<file path="src/rtl/face_scan_sequencer_pkg.sv">
// ============================================================================
// Module   : face_scan_sequencer_pkg
// Purpose  : Shared state encoding and helpers for the cube-face scan sequencer
// Revision : 1.0 - initial release
// ============================================================================
`default_nettype none

package face_scan_sequencer_pkg;

  typedef enum logic [2:0] {
    S_IDLE      = 3'd0,
    S_DETECT    = 3'd1,
    S_CENTERS   = 3'd2,
    S_COLOR     = 3'd3,
    S_CHECK     = 3'd4,
    S_WAIT_FACE = 3'd5,
    S_HALT      = 3'd6,
    S_ERROR     = 3'd7
  } scan_state_t;

  // DETECT..CHECK are contiguous so a phase index is simply state - S_DETECT
  localparam int NUM_PHASES   = 4;
  localparam int PHASE_IDX_W  = $clog2(NUM_PHASES);

  function automatic int width_of(input int n);
    return (n > 1) ? $clog2(n) : 1;
  endfunction

  function automatic logic is_phase(input scan_state_t s);
    return (s == S_DETECT) || (s == S_CENTERS) || (s == S_COLOR) || (s == S_CHECK);
  endfunction

  function automatic scan_state_t next_phase(input scan_state_t s);
    case (s)
      S_DETECT:  return S_CENTERS;
      S_CENTERS: return S_COLOR;
      S_COLOR:   return S_CHECK;
      default:   return S_IDLE;
    endcase
  endfunction

endpackage

`default_nettype wire

</file>
<file path="src/rtl/face_scan_sequencer_if.sv">
// ============================================================================
// Module   : face_scan_sequencer_if
// Purpose  : Operator controls, phase handshakes and status of the scan sequencer
// Revision : 1.0 - initial release
// ============================================================================
`default_nettype none

interface face_scan_sequencer_if #(
  parameter int NUM_FACES   = 6,
  parameter int MAX_RETRIES = 3
);
  import face_scan_sequencer_pkg::*;

  localparam int FACE_W  = width_of(NUM_FACES);
  localparam int RETRY_W = width_of(MAX_RETRIES + 1);

  logic               Execute;
  logic               Face;
  logic               ds_done;
  logic               gc_done;
  logic               cs_done;
  logic               cc_done;
  logic               cc_ok;
  logic               ds;
  logic               gc;
  logic               cs;
  logic               cc;
  logic [FACE_W-1:0]  face_idx;
  logic [RETRY_W-1:0] retry_cnt;
  logic               wait_face;
  logic               face_done;
  logic               algstart;
  logic               error;

  modport master (
    output Execute, Face, ds_done, gc_done, cs_done, cc_done, cc_ok,
    input  ds, gc, cs, cc, face_idx, retry_cnt, wait_face, face_done, algstart, error
  );

  modport slave (
    input  Execute, Face, ds_done, gc_done, cs_done, cc_done, cc_ok,
    output ds, gc, cs, cc, face_idx, retry_cnt, wait_face, face_done, algstart, error
  );

endinterface

`default_nettype wire

</file>
<file path="src/rtl/face_scan_sequencer_phase_timer.sv">
// ============================================================================
// Module   : face_scan_sequencer_phase_timer
// Purpose  : Per-phase wait counter; flags expiry on the last allowed cycle
// Revision : 1.0 - initial release
// ============================================================================
`default_nettype none

module face_scan_sequencer_phase_timer #(
  parameter int TIMEOUT_CYCLES = 1024
) (
  input  logic Clk,
  input  logic Reset,
  input  logic clear,
  input  logic run,
  output logic expired
);

  localparam int               CNT_W = (TIMEOUT_CYCLES > 1) ? $clog2(TIMEOUT_CYCLES) : 1;
  localparam logic [CNT_W-1:0] LAST  = CNT_W'(TIMEOUT_CYCLES - 1);

  logic [CNT_W-1:0] r_count;

  always_ff @(posedge Clk) begin
    if (Reset || clear) begin
      r_count <= '0;
    end else if (run && (r_count != LAST)) begin
      r_count <= r_count + 1'b1;
    end
  end

  assign expired = (r_count == LAST);

endmodule

`default_nettype wire

</file>
<file path="src/rtl/face_scan_sequencer.sv">
// ============================================================================
// Module   : face_scan_sequencer
// Purpose  : Handshaked scan FSM: detect/centers/color/check per face, then solve
// Revision : 1.0 - initial release
// ============================================================================
`default_nettype none

module face_scan_sequencer #(
  parameter int NUM_FACES      = 6,
  parameter int TIMEOUT_CYCLES = 1024,
  parameter int MAX_RETRIES    = 3
) (
  input  logic                   Clk,
  input  logic                   Reset,
  face_scan_sequencer_if.slave   bus
);
  import face_scan_sequencer_pkg::*;

  localparam int                 FACE_W      = width_of(NUM_FACES);
  localparam int                 RETRY_W     = width_of(MAX_RETRIES + 1);
  localparam logic [FACE_W-1:0]  LAST_FACE   = FACE_W'(NUM_FACES - 1);
  localparam logic [RETRY_W-1:0] RETRY_LIMIT = RETRY_W'(MAX_RETRIES);

  scan_state_t            r_state;
  scan_state_t            w_state_next;
  logic [FACE_W-1:0]      r_face_idx;
  logic [FACE_W-1:0]      w_face_idx_next;
  logic [RETRY_W-1:0]     r_retry_cnt;
  logic [RETRY_W-1:0]     w_retry_cnt_next;
  logic                   r_face_q;
  logic                   r_face_done;
  logic                   w_face_done_next;
  logic                   w_face_rise;
  logic                   w_in_phase;
  logic                   w_cur_done;
  logic                   w_expired;
  logic                   w_timer_clear;
  logic                   w_timer_run;
  logic [NUM_PHASES-1:0]  w_done_vec;
  logic [PHASE_IDX_W-1:0] w_phase_idx;

  assign w_face_rise = bus.Face & ~r_face_q;
  assign w_in_phase  = is_phase(r_state);
  assign w_done_vec  = {bus.cc_done, bus.cs_done, bus.gc_done, bus.ds_done};
  assign w_phase_idx = PHASE_IDX_W'(3'(r_state) - 3'(S_DETECT));
  // Only the done belonging to the active phase is ever looked at
  assign w_cur_done  = w_in_phase & w_done_vec[w_phase_idx];

  assign w_timer_clear = (w_state_next != r_state);
  assign w_timer_run   = w_in_phase & ~w_cur_done;

  face_scan_sequencer_phase_timer #(
    .TIMEOUT_CYCLES (TIMEOUT_CYCLES)
  ) u_phase_timer (
    .Clk     (Clk),
    .Reset   (Reset),
    .clear   (w_timer_clear),
    .run     (w_timer_run),
    .expired (w_expired)
  );

  always_ff @(posedge Clk) begin
    if (Reset) begin
      r_state     <= S_IDLE;
      r_face_idx  <= '0;
      r_retry_cnt <= '0;
      r_face_q    <= 1'b0;
      r_face_done <= 1'b0;
    end else begin
      r_state     <= w_state_next;
      r_face_idx  <= w_face_idx_next;
      r_retry_cnt <= w_retry_cnt_next;
      r_face_q    <= bus.Face;
      r_face_done <= w_face_done_next;
    end
  end

  // Abort on Execute low outranks done, timeout and face advance
  always_comb begin
    w_state_next     = r_state;
    w_face_idx_next  = r_face_idx;
    w_retry_cnt_next = r_retry_cnt;
    w_face_done_next = 1'b0;
    case (r_state)
      S_IDLE: begin
        if (bus.Execute) begin
          w_state_next     = S_DETECT;
          w_face_idx_next  = '0;
          w_retry_cnt_next = '0;
        end
      end
      S_DETECT, S_CENTERS, S_COLOR: begin
        if (!bus.Execute) begin
          w_state_next = S_IDLE;
        end else if (w_cur_done) begin
          w_state_next = next_phase(r_state);
        end else if (w_expired) begin
          w_state_next = S_ERROR;
        end
      end
      S_CHECK: begin
        if (!bus.Execute) begin
          w_state_next = S_IDLE;
        end else if (w_cur_done) begin
          if (bus.cc_ok) begin
            w_face_done_next = 1'b1;
            w_state_next     = (r_face_idx == LAST_FACE) ? S_HALT : S_WAIT_FACE;
          end else if (r_retry_cnt == RETRY_LIMIT) begin
            w_state_next = S_ERROR;
          end else begin
            w_retry_cnt_next = r_retry_cnt + 1'b1;
            w_state_next     = S_DETECT;
          end
        end else if (w_expired) begin
          w_state_next = S_ERROR;
        end
      end
      S_WAIT_FACE: begin
        if (!bus.Execute) begin
          w_state_next = S_IDLE;
        end else if (w_face_rise) begin
          w_face_idx_next  = r_face_idx + 1'b1;
          w_retry_cnt_next = '0;
          w_state_next     = S_DETECT;
        end
      end
      S_HALT, S_ERROR: begin
        if (!bus.Execute) begin
          w_state_next = S_IDLE;
        end
      end
      default: begin
        w_state_next = S_IDLE;
      end
    endcase
  end

  assign bus.ds        = (r_state == S_DETECT);
  assign bus.gc        = (r_state == S_CENTERS);
  assign bus.cs        = (r_state == S_COLOR);
  assign bus.cc        = (r_state == S_CHECK);
  assign bus.wait_face = (r_state == S_WAIT_FACE);
  assign bus.algstart  = (r_state == S_HALT);
  assign bus.error     = (r_state == S_ERROR);
  assign bus.face_idx  = r_face_idx;
  assign bus.retry_cnt = r_retry_cnt;
  assign bus.face_done = r_face_done;

endmodule

`default_nettype wire

</file>
<file path="src/flat_wrapper.sv">
// flat-port wrapper written by rule: the top's interface ports become plain ports
module face_scan_sequencer_flat import face_scan_sequencer_pkg::*;
#(
  parameter int NUM_FACES      = 6,
  parameter int TIMEOUT_CYCLES = 1024,
  parameter int MAX_RETRIES    = 3
)
  (Clk, Reset, bus_Execute, bus_Face, bus_ds_done, bus_gc_done, bus_cs_done, bus_cc_done, bus_cc_ok, bus_ds, bus_gc, bus_cs, bus_cc, bus_face_idx, bus_retry_cnt, bus_wait_face, bus_face_done, bus_algstart, bus_error);
  face_scan_sequencer_if #(.NUM_FACES(NUM_FACES), .MAX_RETRIES(MAX_RETRIES)) bus_i ();
  input  logic Clk;
  input  logic Reset;
  input wire logic [$bits(bus_i.Execute)-1:0] bus_Execute;
  input wire logic [$bits(bus_i.Face)-1:0] bus_Face;
  input wire logic [$bits(bus_i.ds_done)-1:0] bus_ds_done;
  input wire logic [$bits(bus_i.gc_done)-1:0] bus_gc_done;
  input wire logic [$bits(bus_i.cs_done)-1:0] bus_cs_done;
  input wire logic [$bits(bus_i.cc_done)-1:0] bus_cc_done;
  input wire logic [$bits(bus_i.cc_ok)-1:0] bus_cc_ok;
  output wire logic [$bits(bus_i.ds)-1:0] bus_ds;
  output wire logic [$bits(bus_i.gc)-1:0] bus_gc;
  output wire logic [$bits(bus_i.cs)-1:0] bus_cs;
  output wire logic [$bits(bus_i.cc)-1:0] bus_cc;
  output wire logic [$bits(bus_i.face_idx)-1:0] bus_face_idx;
  output wire logic [$bits(bus_i.retry_cnt)-1:0] bus_retry_cnt;
  output wire logic [$bits(bus_i.wait_face)-1:0] bus_wait_face;
  output wire logic [$bits(bus_i.face_done)-1:0] bus_face_done;
  output wire logic [$bits(bus_i.algstart)-1:0] bus_algstart;
  output wire logic [$bits(bus_i.error)-1:0] bus_error;
  assign bus_i.Execute = bus_Execute;
  assign bus_i.Face = bus_Face;
  assign bus_i.ds_done = bus_ds_done;
  assign bus_i.gc_done = bus_gc_done;
  assign bus_i.cs_done = bus_cs_done;
  assign bus_i.cc_done = bus_cc_done;
  assign bus_i.cc_ok = bus_cc_ok;
  assign bus_ds = bus_i.ds;
  assign bus_gc = bus_i.gc;
  assign bus_cs = bus_i.cs;
  assign bus_cc = bus_i.cc;
  assign bus_face_idx = bus_i.face_idx;
  assign bus_retry_cnt = bus_i.retry_cnt;
  assign bus_wait_face = bus_i.wait_face;
  assign bus_face_done = bus_i.face_done;
  assign bus_algstart = bus_i.algstart;
  assign bus_error = bus_i.error;
  face_scan_sequencer #(.NUM_FACES(NUM_FACES), .TIMEOUT_CYCLES(TIMEOUT_CYCLES), .MAX_RETRIES(MAX_RETRIES)) u_core (.Clk(Clk), .Reset(Reset), .bus(bus_i));
endmodule
</file>
<file path="config.mk">
export PLATFORM = sky130hd
export DESIGN_NAME = face_scan_sequencer_flat
export DESIGN_NICKNAME = d
export VERILOG_FILES = /design/src/rtl/face_scan_sequencer_pkg.sv /design/src/rtl/face_scan_sequencer_if.sv /design/src/rtl/face_scan_sequencer_phase_timer.sv /design/src/rtl/face_scan_sequencer.sv /design/src/flat_wrapper.sv
export SDC_FILE = /design/constraint.sdc
export NUM_CORES = 1
export LEC_CHECK = 0
export BUFFER_PORTS_ARGS = -buffer_cell sky130_fd_sc_hd__buf_2
export CAP_MARGIN = 20
export CORE_AREA = 5 5 57 59
export DETAILED_ROUTE_END_ITERATION = 8
export DIE_AREA = 0 0 62 64
export PLACE_DENSITY = 0.74
export SYNTH_ARGS = -nofsm -noshare
export SYNTH_HDL_FRONTEND = slang
export SYNTH_SLANG_ARGS = --single-unit
</file>
<file path="constraint.sdc">
create_clock -name Clk -period 5.9 [get_ports Clk]
set_input_delay 0.59 -clock Clk [delete_from_list [all_inputs] [get_ports Clk]]
set_output_delay 0.59 -clock Clk [all_outputs]
set_load 0.01 [all_outputs]
</file>
==> impl_table.tex <==
\begin{tabular}{lr}
\hline
Metric & Value \\
\hline
\multicolumn{2}{l}{\textbf{Critical path}} \\
Worst-path maximum fanout & 10 \\
Category of the critical setup timing path & flop to flop \\
Startpoint of the lowest-slack register-to-register path & u\_core.r\_state[0] \\
Number of cells on the worst reg-to-reg path & 8 \\
R2r setup slk & between 3 and 4 ns \\
Critical path cell sequence & inv\_1 > ha\_1 > mux4\_2 > or3\_4 > o31ai\_2 > a211oi\_2 > nand4\_4 > nor2\_1 \\
Worst Path Required & around 6 ns \\
Kind of start point of the critical path & flop \\
Worst Setup SP & u\_core.r\_state[0] \\
Worst path slowest cell & sky130\_fd\_sc\_hd\_\_dfxtp\_1 \\
Worst endpoint data arrival time & between 2 and 3 ns \\
Endpoint type of the worst setup path & flop \\
Endpoint of the lowest-slack register-to-register path & u\_core.u\_phase\_timer.r\_count[1] \\
Capture point of the critical path & u\_core.u\_phase\_timer.r\_count[1] \\
Slowest stage delay, CP & around 0.5 ns \\
\multicolumn{2}{l}{\textbf{Floorplan}} \\
Number of placed I/O pins & 22 \\
Die height & $\sim$64 um \\
Starting utilization of the core area & 0.517 \\
Die ar. & 3970 um2 \\
Floorplan core area & around 2700 um2 \\
Std cell rows & 19 \\
Width of the die & between 60 and 70 um \\
\multicolumn{2}{l}{\textbf{Global routing}} \\
Vias in the first global route & between 1000 and 1500 \\
Total congestion overflow & 0 \\
Overall track demand over capacity in global routing & 0.180 \\
Maximum number of pins on one net before global-route repair & 26 \\
Number of antenna violations at the first check in global routing & 0 \\
Global-route wire length before repair & 5.51 mm \\
\multicolumn{2}{l}{\textbf{Detailed routing}} \\
Number of design rule violations left after detail routing & 0 \\
Wirelength per Cell & 14.6 um \\
Detailed-router iteration count before antenna repair & 4 \\
Met2 routed wirelength & roughly 1.4 mm \\
Highest signal layer in the routed design & met4 \\
Number of violations reported at the end of detailed-routing iteration 0 & 47 \\
Via count normalized by instance count & around 5.8 \\
DR vias & 1245 \\
Met3 wire len & 166 um \\
DRT Wirelength & about 3.1 mm \\
Metal-1 WL & approximately 1.5 mm \\
Residual antenna-violating net count after detailed routing & 0 \\
\multicolumn{2}{l}{\textbf{Clock tree}} \\
CTS clock-pin slew for the worst setup and hold paths & 0.11 ns \\
Buffer type at the clock tree root & sky130\_fd\_sc\_hd\_\_clkbuf\_4 \\
Clock insertion delay at the later pin of the skew report & $\sim$0.30 ns \\
Hold buffers post-CTS & 0 \\
Number of sinks handled by clock tree synthesis & 20 \\
Worst-case clock buffer depth & 2 \\
Post-CTS setup buffer count & 0 \\
H-Tree Depth & 1 \\
Quantity of gates resized following cts & 0 \\
Cts bufs inserted & 3 \\
CTS tree & built \\
\multicolumn{2}{l}{\textbf{STA}} \\
Achievable clock frequency & between 300 and 400 MHz \\
Hold\_ws & $\sim$0.51 ns \\
Unrepaired setup endpoints after global routing & no \\
Count of pins over their slew limit & 0 \\
Maximum clock skew at final layout & approximately 0.0018 ns \\
Count of final hold-check violations & 0 \\
Measured slew at the worst slew-check pin & around 0.72 ns \\
Portion of the clock cycle consumed by the worst path in the final layout & 0.432 \\
Sum Neg Setup Slack & 0 ns \\
Final count of negative-setup-slack endpoints & 0 \\
Minimum clock period after layout & between 2 and 3 ns \\
Max-slew headroom & 0.517 \\
\multicolumn{2}{l}{\textbf{Finish}} \\
Number of antenna cells inserted & 0 \\
Layout overhead on the synthesized area & 11.5\% \\
Layout net count & roughly 200 \\
Proportion of layout cells with a drive suffix above 1 & 0.213 \\
\multicolumn{2}{l}{\textbf{Yosys}} \\
Synthesized area & about 1400 um2 \\
Flip-flop and latch count after synthesis & 20 \\
Number of distinct library cells after synthesis & 48 \\
Synthesized area per cell & 8.44 um2 \\
Prevailing post-synth register cell & sky130\_fd\_sc\_hd\_\_dfxtp\_1 \\
Warnings, synthesis & 0 \\
Number of nets in the synthesized netlist & 180 \\
Seq/Total Area, Yosys & 0.291 \\
Count of mapped cells out of synthesis & 163 \\
EDFF count, synth & 0 \\
Post-synth ARST share & 0 \\
\multicolumn{2}{l}{\textbf{Hold path}} \\
Worst min path class & input pin to flop \\
\multicolumn{2}{l}{\textbf{Run}} \\
Max\_cap viols & 0 \\
\multicolumn{2}{l}{\textbf{Run status}} \\
Result of the run & complete, no violations \\
\multicolumn{2}{l}{\textbf{Power and ir drop}} \\
Max rail drop VDD & between 0.1 and 0.15 mV \\
Leakage power of the design & approximately 0.00063 uW \\
Power Density & between 150 and 200 nW/um2 \\
\multicolumn{2}{l}{\textbf{Placed design}} \\
Number of buffers added on ports & 21 \\
Gpl congestion & between 0.9 and 1 \\
Half-perimeter wire length of the detailed placement result & about 2.4 mm \\
\hline
\end{tabular}
sequential cells by signal, indices dropped and copies added, names as in the netlist:
signal	count
u_core.u_phase_timer.r_count	10
u_core.bus.retry_cnt	2
u_core.r_face_q	1
u_core.bus.face_idx	3
u_core.r_state	3
u_core.bus.face_done	1
logic make-up after synthesis:
logic type / Yosys count / share of synthesized area
DFF: 20 / 0.291
muxes: 3 / 0.0309
buffers and inverters: 11 / 0.0318
AOI/OAI and AO/OA: 34 / 0.177
xor gates and xnor gates: 11 / 0.0700
adders and majority gates: 8 / 0.0727
and+or+nand+nor: 76 / 0.326
per-stage QoR:
step	cells	total power, uW	util	setup WS (ns)	cell area, um2
2_1_floorplan	163	192	-	3.58	1380
3_3_place_gp	210	206	0.563	3.46	1500
3_5_place_dp	210	208	0.563	3.34	1500
4_1_cts	214	289	0.577	3.34	1540
5_1_grt	214	304	0.577	3.16	1540
6_report	214	287	0.577	3.35	1540
metal layers:
layer | vias up | track usage
met2 | 30 | 0.280
li1 | 638 | -
met1 | 567 | 0.235
met5 | - | 0
met4 | 0 | 0.0663
met3 | 10 | 0.0443
cell usage after synthesis (2+ instances only):
cell                       count  area share
sky130_fd_sc_hd__and3_1        3       0.014
sky130_fd_sc_hd__mux2i_1       2       0.015
sky130_fd_sc_hd__clkbuf_1      3      0.0082
sky130_fd_sc_hd__nor4_1        3       0.014
sky130_fd_sc_hd__dfxtp_1      20        0.29
sky130_fd_sc_hd__nand4_1       3       0.014
sky130_fd_sc_hd__nor2_1       18       0.049
sky130_fd_sc_hd__nand3_1       7       0.025
sky130_fd_sc_hd__a311oi_1      2       0.013
sky130_fd_sc_hd__nand4b_1      2       0.013
sky130_fd_sc_hd__o21ai_0       7       0.025
sky130_fd_sc_hd__xor2_1        5       0.032
sky130_fd_sc_hd__a211oi_1      4       0.022
sky130_fd_sc_hd__nor2b_1       6       0.027
sky130_fd_sc_hd__nor3_1        4       0.015
sky130_fd_sc_hd__buf_2         2      0.0073
sky130_fd_sc_hd__nor2_2        3       0.014
sky130_fd_sc_hd__xnor2_1       6       0.038
sky130_fd_sc_hd__and2_1        2      0.0091
sky130_fd_sc_hd__a2111o_1      2       0.016
sky130_fd_sc_hd__and4_1        2       0.013
sky130_fd_sc_hd__inv_1         6       0.016
sky130_fd_sc_hd__ha_1          8       0.073
sky130_fd_sc_hd__a21oi_1       9       0.033
sky130_fd_sc_hd__nand2_1      11       0.030
placed cells by master, fill, tap and decap left out, types with 2 or more instances in the layout:
cell type                  netlist  routed
sky130_fd_sc_hd__nor2b_1         6       6
sky130_fd_sc_hd__xnor2_1         6       6
sky130_fd_sc_hd__and3_1          3       3
sky130_fd_sc_hd__nor4_1          3       3
sky130_fd_sc_hd__o21ai_0         7       7
sky130_fd_sc_hd__and2_1          2       2
sky130_fd_sc_hd__nand3_1         7       7
sky130_fd_sc_hd__inv_1           6       6
sky130_fd_sc_hd__a21oi_1         9       9
sky130_fd_sc_hd__clkbuf_4        0       3
sky130_fd_sc_hd__a211oi_1        4       4
sky130_fd_sc_hd__nor3_1          4       4
sky130_fd_sc_hd__nor2_1         18      18
sky130_fd_sc_hd__mux2i_1         2       2
sky130_fd_sc_hd__nor2_2          3       3
sky130_fd_sc_hd__nand4_1         3       3
sky130_fd_sc_hd__buf_2           2      21
sky130_fd_sc_hd__nand2_1        11      11
sky130_fd_sc_hd__ha_1            8       8
sky130_fd_sc_hd__and4_1          2       2
sky130_fd_sc_hd__nand4b_1        2       2
sky130_fd_sc_hd__a311oi_1        2       2
sky130_fd_sc_hd__xor2_1          5       5
sky130_fd_sc_hd__dfxtp_1        20      20
sky130_fd_sc_hd__a2111o_1        2       2
worst max-delay path: cells and delay by family (launching register included):
| kind | cells | cell delay, ns |
|---|---|---|
| fa+ha+maj | 1 | 0.33 |
| simple gates | 3 | 0.71 |
| compound gates | 2 | 0.36 |
| flops | 1 | 0.50 |
| mux | 1 | 0.40 |
| buf+inv | 1 | 0.16 |
how the worst min path moves through the flow:
stage                                                from                               to  slack, ns  cells past startpoint
after global routing                             bus_Face                  u_core.r_face_q       0.50                      2
after CTS                                        bus_Face                  u_core.r_face_q       0.50                      2
after floorplan           u_core.u_phase_timer.r_count[7]  u_core.u_phase_timer.r_count[7]       0.49                      2
final                                            bus_Face                  u_core.r_face_q       0.51                      2
after detailed placement  u_core.u_phase_timer.r_count[4]  u_core.u_phase_timer.r_count[4]       0.52                      2
after global placement            u_core.bus.retry_cnt[1]          u_core.bus.retry_cnt[1]       0.48                      2
power by group:
part | switching [uW] | internal (uW)
Clock | 43.9 | 37.7
Combinational | 37.5 | 25.8
Sequential | 4.17 | 138
Total | 85.6 | 202
cell type report:
type | count | area [um2]
timing repair buffer | 21 | 105
fill | 244 | 1130
inverter | 6 | 22.5
multi-input combinational | 132 | 932
tap | 31 | 38.8
sequential | 20 | 400
clock buffer | 4 | 36.3
Note: power is estimated with default switching activity, not from simulation.
